**config.mk**
```make
export PLATFORM = sky130hd
export DESIGN_NAME = vote_tally_fsm
export DESIGN_NICKNAME = d
export VERILOG_FILES = /design/src/rtl/vote_pkg.sv /design/src/rtl/vote_popcount.sv /design/src/rtl/vote_tally_fsm.sv
export SDC_FILE = /design/constraint.sdc
export NUM_CORES = 1
export LEC_CHECK = 0
export BUFFER_PORTS_ARGS = -buffer_cell sky130_fd_sc_hd__buf_2
export CAP_MARGIN = 20
export CELL_PAD_IN_SITES_DETAIL_PLACEMENT = 1
export CELL_PAD_IN_SITES_GLOBAL_PLACEMENT = 2
export CORE_MARGIN = 3
export CORE_UTILIZATION = 28
export DETAILED_ROUTE_END_ITERATION = 10
export PLACE_DENSITY_LB_ADDON = 0.3
export SLEW_MARGIN = 0
export SYNTH_ARGS = -nofsm -noshare
export SYNTH_HDL_FRONTEND = slang
export SYNTH_SLANG_ARGS = --single-unit
```
**constraint.sdc**
```tcl
create_clock -name clk -period 3.9 [get_ports clk]
set_input_delay 0.195 -clock clk [delete_from_list [all_inputs] [get_ports clk]]
set_output_delay 0.195 -clock clk [all_outputs]
set_load 0.01 [all_outputs]
```
**src/rtl/vote_pkg.sv**
```systemverilog
// vote_pkg: shared state encoding and counter width helper for the vote tally block
package vote_pkg;
  typedef enum logic [1:0] {
    ST_IDLE   = 2'd0,
    ST_VOTING = 2'd1,
    ST_DONE   = 2'd2
  } state_t;
  function automatic int cnt_width(input int n);
    return $clog2(n + 1);
  endfunction
endpackage

```
**src/rtl/vote_popcount.sv**
```systemverilog
// vote_popcount: counts the set bits of an N-bit vector
module vote_popcount #(
  parameter int N = 5,
  parameter int W = 3
) (
  input  logic [N-1:0] bits,
  output logic [W-1:0] count
);
  // sum every bit; W is wide enough to hold N without wrap
  always_comb begin
    count = '0;
    for (int i = 0; i < N; i++) count = count + W'(bits[i]);
  end
endmodule

```
**src/rtl/vote_tally_fsm.sv**
```systemverilog
// vote_tally_fsm: sequential majority-vote session controller; optional timeout via VOTE_TIMEOUT_EN
module vote_tally_fsm
  import vote_pkg::*;
#(
  parameter int N_VOTERS    = 5,
  parameter int THRESH      = 3,
  parameter int TIMEOUT_CYC = 1000,
  localparam int CNT_W      = cnt_width(N_VOTERS)
) (
  input  logic                clk,
  input  logic                rst,
  input  logic                start,
  input  logic                close,
  input  logic [N_VOTERS-1:0] vote_yes,
  input  logic [N_VOTERS-1:0] vote_no,
  output logic                voting,
  output logic                done,
  output logic                pass,
  output logic [CNT_W-1:0]    yes_cnt,
  output logic [CNT_W-1:0]    no_cnt,
  output logic [N_VOTERS-1:0] voted_mask,
  output logic                timed_out
);
  state_t state, state_n;
  logic [N_VOTERS-1:0] new_yes, new_no;
  logic [CNT_W-1:0] yes_add, no_add, yes_next, no_next;
  logic decided, timeout;
  assign new_yes  = vote_yes & ~vote_no & ~voted_mask;
  assign new_no   = vote_no & ~vote_yes & ~voted_mask;
  vote_popcount #(.N(N_VOTERS), .W(CNT_W)) u_pc_yes (.bits(new_yes), .count(yes_add));
  vote_popcount #(.N(N_VOTERS), .W(CNT_W)) u_pc_no  (.bits(new_no),  .count(no_add));
  assign yes_next = yes_cnt + yes_add;
  assign no_next  = no_cnt + no_add;
  assign decided  = (yes_next >= CNT_W'(THRESH)) || (no_next > CNT_W'(N_VOTERS - THRESH)) ||
                    (&(voted_mask | new_yes | new_no)) || close;
  assign voting   = state == ST_VOTING;
  assign done     = state == ST_DONE;
  assign pass     = done && (yes_cnt >= CNT_W'(THRESH));
  // state register
  always_ff @(posedge clk) state <= rst ? ST_IDLE : state_n;
  // next state: start opens a session from idle/done, any end condition closes it
  always_comb begin
    state_n = voting ? ((decided || timeout) ? ST_DONE : ST_VOTING)
            : start  ? ST_VOTING
            : done   ? ST_DONE : ST_IDLE;
  end
  // counts and mask: cleared on session entry, accumulated while voting, held otherwise
  always_ff @(posedge clk) begin
    if (rst || (!voting && start)) begin
      yes_cnt    <= '0;
      no_cnt     <= '0;
      voted_mask <= '0;
    end else if (voting) begin
      yes_cnt    <= yes_next;
      no_cnt     <= no_next;
      voted_mask <= voted_mask | new_yes | new_no;
    end
  end
`ifdef VOTE_TIMEOUT_EN
  localparam int TMR_W = $clog2(TIMEOUT_CYC + 1);
  logic [TMR_W-1:0] timer;
  assign timeout = voting && (timer == TMR_W'(TIMEOUT_CYC - 1));
  // session timer; a decision on the same edge wins over the timeout flag
  always_ff @(posedge clk) begin
    if (rst || (!voting && start)) begin
      timer     <= '0;
      timed_out <= 1'b0;
    end else if (voting) begin
      timer     <= timer + TMR_W'(1);
      timed_out <= timeout && !decided;
    end
  end
`else
  assign timeout   = 1'b0;
  assign timed_out = 1'b0;
`endif
endmodule
```
==> metrics <==
critical path type=flop to flop; CP Launch Type=flop; Crit Path Max Fanout=5; relative slew slack=65.1%; I/O Buffers=27; via count=750; GRT overflow=0; antenna cells=0; largest net degree at the start of global routing=15; largest family of logic cells by synthesized area=simple AND/OR/NAND/NOR gates; #FFs+latches synth=13; final number of hold-violating endpoints=0; xor and xnor area share after synthesis=about 11%; area delta synth->final=21.4%; total of warnings raised by yosys=0; most common cell after layout, fill and taps aside=buf_2; Non-Filler Instances=around 160; Max Clock Freq=~0.3 GHz; Seq pwr share=42.5%; first-pass detailed-route iteration total=3; postcts setup bufs=0; Syn Inst Count=96; status=finished, final reports clean; CTS hold repair buffers=0; Switch Pwr=0.121 mW; post-synthesis net count=120; cell-internal power=0.231 mW; DRT antenna net count=0; prevailing post-synth register cell=dfxtp_1; CTS tree=yes; post-CTS sizing=0; initial antenna violation count=0; CTS Buffer Depth=2; Synth Area in Simple Gates=21.2%; DRC errors left=0; commonest cells after routing, fill and taps aside=buf_2, nor2_1, dfxtp_1, inv_1, a21oi_1; Synth Area in Compound Gates=12.3%; routed vias/inst=between 4 and 5; die width=between 60 and 70 um; Boundary Pins=29; reg-to-reg slack, setup=between 0.5 and 0.6 ns; CTS sink count=13; Final WS setup=between 0.5 and 0.6 ns; DP Cell Count=roughly 150; worst vdd ir=between 0.15 and 0.2 mV; CTS clk-pin slew, worst paths=roughly 0.090 ns; Die Y=roughly 62 um; Cell Pwr Density=334 mW/mm2; RePlAce Congestion=0.788; total track usage=12.4%; share of cells above drive strength 1=28.2%; synthesized area=roughly 870 um2; asr flop ratio synth=0%; # rows=19; htree depth=1; RSZ-0062 raised after global routing=no; post-synthesis mux area share=0%; Sw Share=34.4%; Final Util=a little under two fifths; final worst path period need=3.40 ns; EDFF count, synth=0; Setup WS pre-CTS=approximately 0.51 ns; clk_lat worst skew=0.28 ns; HP Class=input port to flop; critical path required time=4.07 ns; Worst Skew=0.00521 ns; die area=0.00380 mm2; final setup fails=0; Max Cap Violations=0; total power=0.351 mW; CTS root buf=clkbuf_4; cts bufs inserted=3; minimum hold slack=0.136 ns; final max-slew violation count=0; register area share after synthesis=30.1%; final clock period utilization by the worst path=87.1%; Core Area=between 0.002 and 0.003 mm2; clock share of power=24.9%; average size of a mapped cell=9.02 um2; post-synthesis adder-cell area fraction=19.7%; final WL=2060 um; DRT iter0 DRCs=9; measured slew at the worst slew-check pin=0.524 ns; setup TNS=0 ns; Leak=0.485 nW; Comb power frac=32.6%; Initial Utilization=30.4%; vias in the first global route=744; DP Area=0.00102 mm2; global-route wire length before repair=3360 um; post-DP HPWL=~1700 um; Synth cell types=23; Design Area, Final=0.00105 mm2; CP arrival=3.56 ns; routed wirelength normalized by instance count=roughly 13 um; fin nets=149; nature of the critical path endpoint=flop
[area by class of cell]
class,count,area (um2)
clock buffer,4,26.3
fill,353,1800
sequential,13,260
tap,31,38.8
timing repair buffer,27,135
inverter,8,30.0
multi-input combinational,72,561
[worst paths after layout]
kind,from,endpoint,depth (start not counted)
max,voted_mask[0]$_SDFFE_PP0P_,state[1]$_SDFF_PP0_,11
min,rst,state[0]$_SDFF_PP0_,2
max reg2reg,voted_mask[0]$_SDFFE_PP0P_,state[1]$_SDFF_PP0_,11
min reg2reg,no_cnt[1]$_SDFFE_PP0P_,no_cnt[1]$_SDFFE_PP0P_,2
[critical path, cell delays in order, from the launching register on]
cell	delay, ns
dfxtp_1	0.35
nor3b_1	0.27
ha_1	0.29
fa_1	0.50
inv_1	0.05
fa_1	0.40
inv_1	0.08
fa_1	0.44
inv_1	0.08
o22ai_1	0.08
or3_1	0.36
o41a_1	0.37
[power groups by stage]
stage	combinational [mW]	clock (mW)	sequential, mW
6_report	0.115	0.0875	0.149
5_1_grt	0.132	0.0993	0.151
4_1_cts	0.117	0.0924	0.149
3_5_place_dp	0.116	0	0.152
3_3_place_gp	0.114	0	0.152
2_1_floorplan	0.0776	0	0.153
[registers in the layout, summed over array words and instances, names as in the netlist]
signal      cells
state           2
no_cnt          3
yes_cnt         3
voted_mask      5
[synthesized netlist by cell type (2+ instances only)]
library cell	number	area, um2
dfxtp_1	13	260
a21oi_1	7	35.0
o22ai_1	3	18.8
xor2_1	6	52.6
nand2_1	3	11.3
ha_1	4	50.1
nand2b_1	3	18.8
or3b_2	4	35.0
inv_1	8	30.0
nor3b_1	6	45.0
nor2_1	15	56.3
a211oi_1	3	22.5
or3_1	2	12.5
fa_1	6	120
xnor2_1	5	43.8
[per-layer routing]
layer | vias to the layer above | wire length, um | GRT usage [%]
met5 | - | 0 | 0
met4 | 0 | 18 | 3.64
met2 | 17 | 1000 | 19.7
met3 | 2 | 104 | 4.40
li1 | 378 | - | -
met1 | 353 | 936 | 15.7
[logic make-up (layout without fill, tap and decap cells)]
kind of cell,count (synthesis),in the layout
xor+xnor,11,11
fa+ha+maj,10,10
simple gates,34,34
other cells,1,1
compound gates,16,16
flops,13,13
buf+inv,11,39
Note: power is estimated with default switching activity, not from simulation.
